$ cat config.mk
export PLATFORM = sky130hd
export DESIGN_NAME = seq_divider_flat
export DESIGN_NICKNAME = d
export VERILOG_FILES = /design/src/rtl/seq_divider_if.sv /design/src/rtl/seq_divider.sv /design/src/flat_wrapper.sv
export SDC_FILE = /design/constraint.sdc
export NUM_CORES = 1
export LEC_CHECK = 0
export ABC_AREA = 1
export CAP_MARGIN = 20
export CORE_AREA = 2 2 153 155
export CTS_CLUSTER_SIZE = 20
export DETAILED_ROUTE_END_ITERATION = 7
export DIE_AREA = 0 0 155 157
export PLACE_DENSITY = 0.67
export SLEW_MARGIN = 20
export SYNTH_ARGS = -nofsm -noshare
export SYNTH_HDL_FRONTEND = slang
export SYNTH_SLANG_ARGS = --single-unit
$ cat constraint.sdc
create_clock -name clk -period 2.25 [get_ports clk]
set_clock_uncertainty 0.05 [all_clocks]
set_input_delay 0.45 -clock clk [delete_from_list [all_inputs] [get_ports clk]]
set_output_delay 0.45 -clock clk [all_outputs]
set_load 0.02 [all_outputs]
$ cat src/rtl/seq_divider_if.sv
// +--------------------------------------------------------------------+
// | seq_divider_if : request/result bundle between control and divider |
// | Rev 1.0                                                            |
// +--------------------------------------------------------------------+
`default_nettype none

interface seq_divider_if #(
  parameter int WIDTH = 32
);
  logic               start;
  logic               sgn;
  logic [WIDTH-1:0]   a;
  logic [WIDTH-1:0]   b;
  logic               busy;
  logic               done;
  logic               dbz;
  logic [2*WIDTH-1:0] q;

  modport master (output start, sgn, a, b, input busy, done, dbz, q);
  modport slave  (input start, sgn, a, b, output busy, done, dbz, q);
endinterface

`default_nettype wire

$ cat src/rtl/seq_divider.sv
// +--------------------------------------------------------------------+
// | seq_divider : restoring divider, one quotient bit per clock.        |
// | Signed operation enabled by SEQ_DIVIDER_SIGNED_EN. Rev 1.0          |
// +--------------------------------------------------------------------+
`default_nettype none

module seq_divider #(
  parameter int WIDTH = 32
) (
  input  logic         clk,
  input  logic         rst_n,
  seq_divider_if.slave bus
);

  localparam int CNT_W = $clog2(WIDTH);

  typedef enum logic [1:0] {
    IDLE = 2'd0,
    RUN  = 2'd1,
    FIX  = 2'd2
  } state_t;

  state_t             state_q, state_d;
  logic [WIDTH:0]     acc_q, acc_d;
  logic [WIDTH-1:0]   quo_q, quo_d;
  logic [WIDTH-1:0]   dvs_q, dvs_d;
  logic [CNT_W-1:0]   cnt_q, cnt_d;
  logic               dz_q, dz_d;
  logic               busy_q, busy_d;
  logic               done_q, done_d;
  logic               dbz_q, dbz_d;
  logic [2*WIDTH-1:0] res_q, res_d;

  logic [WIDTH-1:0]   a_mag, b_mag;
  logic [WIDTH-1:0]   quo_fix, rem_fix;
  logic [WIDTH+1:0]   shifted, diff;

`ifdef SEQ_DIVIDER_SIGNED_EN
  logic qneg_q, qneg_d;
  logic rneg_q, rneg_d;
  logic a_neg, b_neg;

  assign a_neg   = bus.sgn & bus.a[WIDTH-1];
  assign b_neg   = bus.sgn & bus.b[WIDTH-1];
  assign a_mag   = a_neg ? -bus.a : bus.a;
  assign b_mag   = b_neg ? -bus.b : bus.b;
  assign quo_fix = qneg_q ? -quo_q : quo_q;
  assign rem_fix = rneg_q ? -acc_q[WIDTH-1:0] : acc_q[WIDTH-1:0];
`else
  assign a_mag   = bus.a;
  assign b_mag   = bus.b;
  assign quo_fix = quo_q;
  assign rem_fix = acc_q[WIDTH-1:0];
`endif

  // Trial subtract of the shifted partial remainder; the MSB of diff is the borrow.
  assign shifted = {acc_q, quo_q[WIDTH-1]};
  assign diff    = shifted - {2'b00, dvs_q};

  always_comb begin
    state_d = state_q;
    acc_d   = acc_q;
    quo_d   = quo_q;
    dvs_d   = dvs_q;
    cnt_d   = cnt_q;
    dz_d    = dz_q;
    busy_d  = busy_q;
    done_d  = 1'b0;
    dbz_d   = dbz_q;
    res_d   = res_q;
`ifdef SEQ_DIVIDER_SIGNED_EN
    qneg_d  = qneg_q;
    rneg_d  = rneg_q;
`endif
    case (state_q)
      IDLE: begin
        if (bus.start) begin
          busy_d = 1'b1;
          acc_d  = '0;
          cnt_d  = CNT_W'(WIDTH - 1);
          dvs_d  = b_mag;
          dz_d   = (bus.b == '0);
`ifdef SEQ_DIVIDER_SIGNED_EN
          qneg_d = a_neg ^ b_neg;
          rneg_d = a_neg;
`endif
          // On divide-by-zero the raw dividend is parked in quo for the remainder.
          if (bus.b == '0) begin
            quo_d   = bus.a;
            state_d = FIX;
          end else begin
            quo_d   = a_mag;
            state_d = RUN;
          end
        end
      end
      RUN: begin
        acc_d = diff[WIDTH+1] ? shifted[WIDTH:0] : diff[WIDTH:0];
        quo_d = {quo_q[WIDTH-2:0], ~diff[WIDTH+1]};
        if (cnt_q == '0) begin
          state_d = FIX;
        end else begin
          cnt_d = cnt_q - CNT_W'(1);
        end
      end
      FIX: begin
        busy_d  = 1'b0;
        done_d  = 1'b1;
        dbz_d   = dz_q;
        res_d   = dz_q ? {{WIDTH{1'b1}}, quo_q} : {quo_fix, rem_fix};
        state_d = IDLE;
      end
      default: state_d = IDLE;
    endcase
  end

  always_ff @(posedge clk or negedge rst_n) begin
    if (!rst_n) begin
      state_q <= IDLE;
      acc_q   <= '0;
      quo_q   <= '0;
      dvs_q   <= '0;
      cnt_q   <= '0;
      dz_q    <= 1'b0;
      busy_q  <= 1'b0;
      done_q  <= 1'b0;
      dbz_q   <= 1'b0;
      res_q   <= '0;
`ifdef SEQ_DIVIDER_SIGNED_EN
      qneg_q  <= 1'b0;
      rneg_q  <= 1'b0;
`endif
    end else begin
      state_q <= state_d;
      acc_q   <= acc_d;
      quo_q   <= quo_d;
      dvs_q   <= dvs_d;
      cnt_q   <= cnt_d;
      dz_q    <= dz_d;
      busy_q  <= busy_d;
      done_q  <= done_d;
      dbz_q   <= dbz_d;
      res_q   <= res_d;
`ifdef SEQ_DIVIDER_SIGNED_EN
      qneg_q  <= qneg_d;
      rneg_q  <= rneg_d;
`endif
    end
  end

  assign bus.busy = busy_q;
  assign bus.done = done_q;
  assign bus.dbz  = dbz_q;
  assign bus.q    = res_q;

endmodule

`default_nettype wire

$ cat src/flat_wrapper.sv
// flat-port wrapper written by rule: the top's interface ports become plain ports
module seq_divider_flat 
#(
  parameter int WIDTH = 32
)
  (clk, rst_n, bus_start, bus_sgn, bus_a, bus_b, bus_busy, bus_done, bus_dbz, bus_q);
  seq_divider_if #(.WIDTH(WIDTH)) bus_i ();
  input  logic clk;
  input  logic rst_n;
  input wire logic [$bits(bus_i.start)-1:0] bus_start;
  input wire logic [$bits(bus_i.sgn)-1:0] bus_sgn;
  input wire logic [$bits(bus_i.a)-1:0] bus_a;
  input wire logic [$bits(bus_i.b)-1:0] bus_b;
  output wire logic [$bits(bus_i.busy)-1:0] bus_busy;
  output wire logic [$bits(bus_i.done)-1:0] bus_done;
  output wire logic [$bits(bus_i.dbz)-1:0] bus_dbz;
  output wire logic [$bits(bus_i.q)-1:0] bus_q;
  assign bus_i.start = bus_start;
  assign bus_i.sgn = bus_sgn;
  assign bus_i.a = bus_a;
  assign bus_i.b = bus_b;
  assign bus_busy = bus_i.busy;
  assign bus_done = bus_i.done;
  assign bus_dbz = bus_i.dbz;
  assign bus_q = bus_i.q;
  seq_divider #(.WIDTH(WIDTH)) u_core (.clk(clk), .rst_n(rst_n), .bus(bus_i));
endmodule
==> flow_summary.json <==
{
  "status": "finished, violations left",
  "violations": "negative setup slack",
  "antenna_cells": 0,
  "drt-total-wl_um": 31300,
  "cts.clk_slew.worst_paths_ps": 80,
  "cts_tree": "yes",
  "ant_nets": 0,
  "r2r-start": "u_core.dvs_q[26]",
  "path_class": "reg2reg",
  "numPortBuffers": 133,
  "overflow": 0,
  "syn_nets": 1513,
  "synth.distinct_cells": 41,
  "nets": 1733,
  "r2r-end": "u_core.acc_q[7]",
  "synth_area_leaders": "dfrtp_1 (43%), nand2_1 (15%), inv_1 (8.2%)",
  "dieHeight_um": 157,
  "cp-end-kind": "register",
  "grt_pass1_wl_um": 48300,
  "required_ps": 2520,
  "cap_violations": 0,
  "worst_slew_pin_slew_ps": 874,
  "vias_per_cell": 5.14,
  "start_util_pct": 44.9,
  "yosysMostFrequentCell": "nand2_1",
  "drv_slew": 0,
  "clock_sinks": 172,
  "ys.flop_type": "dfrtp_1",
  "synth_edf_count": 0,
  "wl_met2_um": 15300,
  "dr_wl_met3_um": 1180,
  "syn_avg_cell_area_um2": 7.17,
  "routabilityCongestion": 0.942,
  "clkLatencyLatePin_ps": 440,
  "startpoint": "u_core.dvs_q[26]",
  "dieWidth_um": 155,
  "regToRegSetupSlack_ps": -2,
  "drt_iter0_drc": 617,
  "reg2regPathDepth": 13,
  "fin_ws_ps": -1.76,
  "rows": 55,
  "drive_above_1_share_pct": 19.8,
  "rsz0062_at_grt": "yes",
  "clockBufferDepth": 2,
  "fmax_mhz": 444,
  "holdCritStartpoint": "u_core.bus.q[7]",
  "synthTopCellsByCount": "nand2_1 (395), inv_1 (222), dfrtp_1 (172)",
  "cts-root-buf": "clkbuf_16",
  "period_share_pct": 100,
  "cp.arrival_ps": 2520,
  "netlist_instances": 1410,
  "wire_per_inst_um": 16.2,
  "top_layer_used": "met4",
  "hp-class": "reg2reg",
  "antenna_found_initial": 0,
  "synth-async-reset-ratio_pct": 100,
  "dieArea_mm2": 0.0243,
  "ys_seq_area_share_pct": 42.6,
  "setup_violations": 1,
  "core_area_mm2": 0.0225,
  "grt_max_degree": 63,
  "ys_seq_elements": 172,
  "finalHoldViolCount": 0,
  "grt_usage_pct": 25.4,
  "crit_path_max_fanout": 4,
  "min_path_cells": 2,
  "final_util_pct": 61.7,
  "synth_area_mm2": 0.0101,
  "drcViolationCount": 0,
  "grt_pass1_vias": 9615,
  "min_to": "u_core.bus.q[7]",
  "syn_to_final_growth_pct": 37.3,
  "yosys_warnings": 0,
  "crit_path_start_kind": "register",
  "place_hpwl_um": 22500,
  "ios": 135,
  "htree_levels": 4,
  "drtPass1Iterations": 5,
  "drt-met1-wl_um": 13800,
  "synth.top_cell.area_share_pct": 42.6,
  "vias": 9914,
  "cts_buffers": 17,
  "yosysTopAreaCell": "dfrtp_1",
  "period_needed_ps": 2250,
  "slew_headroom_pct": 41.6
}
==> critical path, stage by stage, from the launching register on <==
cell and delay [ps]:
dfrtp_1 380, inv_2 90, ha_4 230, a21oi_4 170
nor2_2 50, o21ai_1 110, nand2_1 120, a21oi_4 250
nand2_4 140, nand2_4 120, buf_4 120, nand3_1 60
nand3_1 160, nand2_1 80
==> layer usage <==
| layer | up-vias | track usage (%) |
|---|---|---|
| li1 | 4915 | - |
| met1 | 4707 | 32.9 |
| met2 | 237 | 43.5 |
| met3 | 55 | 3.33 |
| met4 | 0 | 9.96 |
| met5 | - | 0 |
==> cells by family after synthesis <==
logic type | synth area share (%)
xor+xnor | 1.30
buf+inv | 10.7
simple gates | 29.4
flops | 42.6
fa+ha+maj | 4.40
compound gates | 11.6
==> sequential cells by signal, summed over array words and instances (netlist names) <==
register         cells
u_core.bus.q        64
u_core.acc_q        33
u_core.dvs_q        32
u_core.quo_fix      32
u_core.cnt_q         5
u_core.state_q       2
u_core.bus.busy      1
u_core.bus.dbz       1
u_core.bus.done      1
u_core.dz_q          1
==> per-stage QoR <==
| stage | hold slack [ps] | cells | setup TNS [ps] | cell area (um^2) | worst slack, ps |
|---|---|---|---|---|---|
| 6_report | 434 | 1928 | -1.76 | 13900 | -1.76 |
| 3_5_place_dp | 380 | 1867 | -2310 | 12300 | -287 |
| 2_1_floorplan | 104 | 1410 | 0 | 10100 | 202 |
| 5_1_grt | 459 | 1928 | -2550 | 13900 | -116 |
| 4_1_cts | 436 | 1908 | -2.11 | 13300 | -2.11 |
| 3_3_place_gp | 381 | 1867 | -1780 | 12300 | -276 |
==> area by class of cell <==
type / instances / area (um^2)
repair buffers: 248 / 2330
clock buffers: 18 / 429
fillers: 1969 / 8620
inverters: 226 / 848
clock inverters: 14 / 165
flip-flops and latches: 172 / 4320
multi-input cells: 965 / 5440
well taps: 285 / 357
==> how the worst max path moves through the flow <==
| stage | end | slack, ps | cells after the start |
|---|---|---|---|
| finish | u_core.acc_q[7] | -2 | 13 |
| global route | u_core.acc_q[15] | -120 | 16 |
| CTS | u_core.acc_q[24] | -2 | 14 |
| detailed placement | u_core.state_q[1] | -290 | 8 |
| global placement | u_core.state_q[1] | -280 | 8 |
| floorplan | u_core.acc_q[10] | 200 | 12 |
==> placed cells by master (no fill, tap or decap), types with 4 or more instances in the layout <==
| master | count |
|---|---|
| o22ai_1 | 19 |
| dfrtp_1 | 162 |
| nand2_4 | 9 |
| nand2_1 | 359 |
| a21oi_1 | 93 |
| inv_1 | 200 |
| inv_8 | 5 |
| a221oi_1 | 12 |
| clkinv_8 | 4 |
| nand4_1 | 13 |
| o21ai_0 | 69 |
| clkbuf_16 | 18 |
| nand3_2 | 10 |
| buf_4 | 103 |
| clkdlybuf4s50_1 | 132 |
| ha_1 | 5 |
| nor4_1 | 9 |
| xnor2_1 | 12 |
| nand2_2 | 57 |
| ha_4 | 29 |
| a21oi_2 | 6 |
| buf_12 | 6 |
| nor2_1 | 119 |
| nor2_4 | 9 |
| nor3_1 | 4 |
| nand3_1 | 85 |
| inv_6 | 4 |
| nor2_2 | 13 |
| dfrtp_2 | 10 |
| inv_2 | 24 |
==> what timing repair did <==
action | CTS | global route
pin swaps | 7 | 26
buffers inserted | 6 | 16
endpoints found under the setup margin | 33 | 34
endpoints found under the hold margin | 40 | 0
gates cloned | 2 | 4
hold buffers | 1 | 0
gates resized for setup | 37 | 118
Power is left out: the tool's default activity adds up to more than one toggle a clock period on the data nets, which glitch-free logic cannot reach.
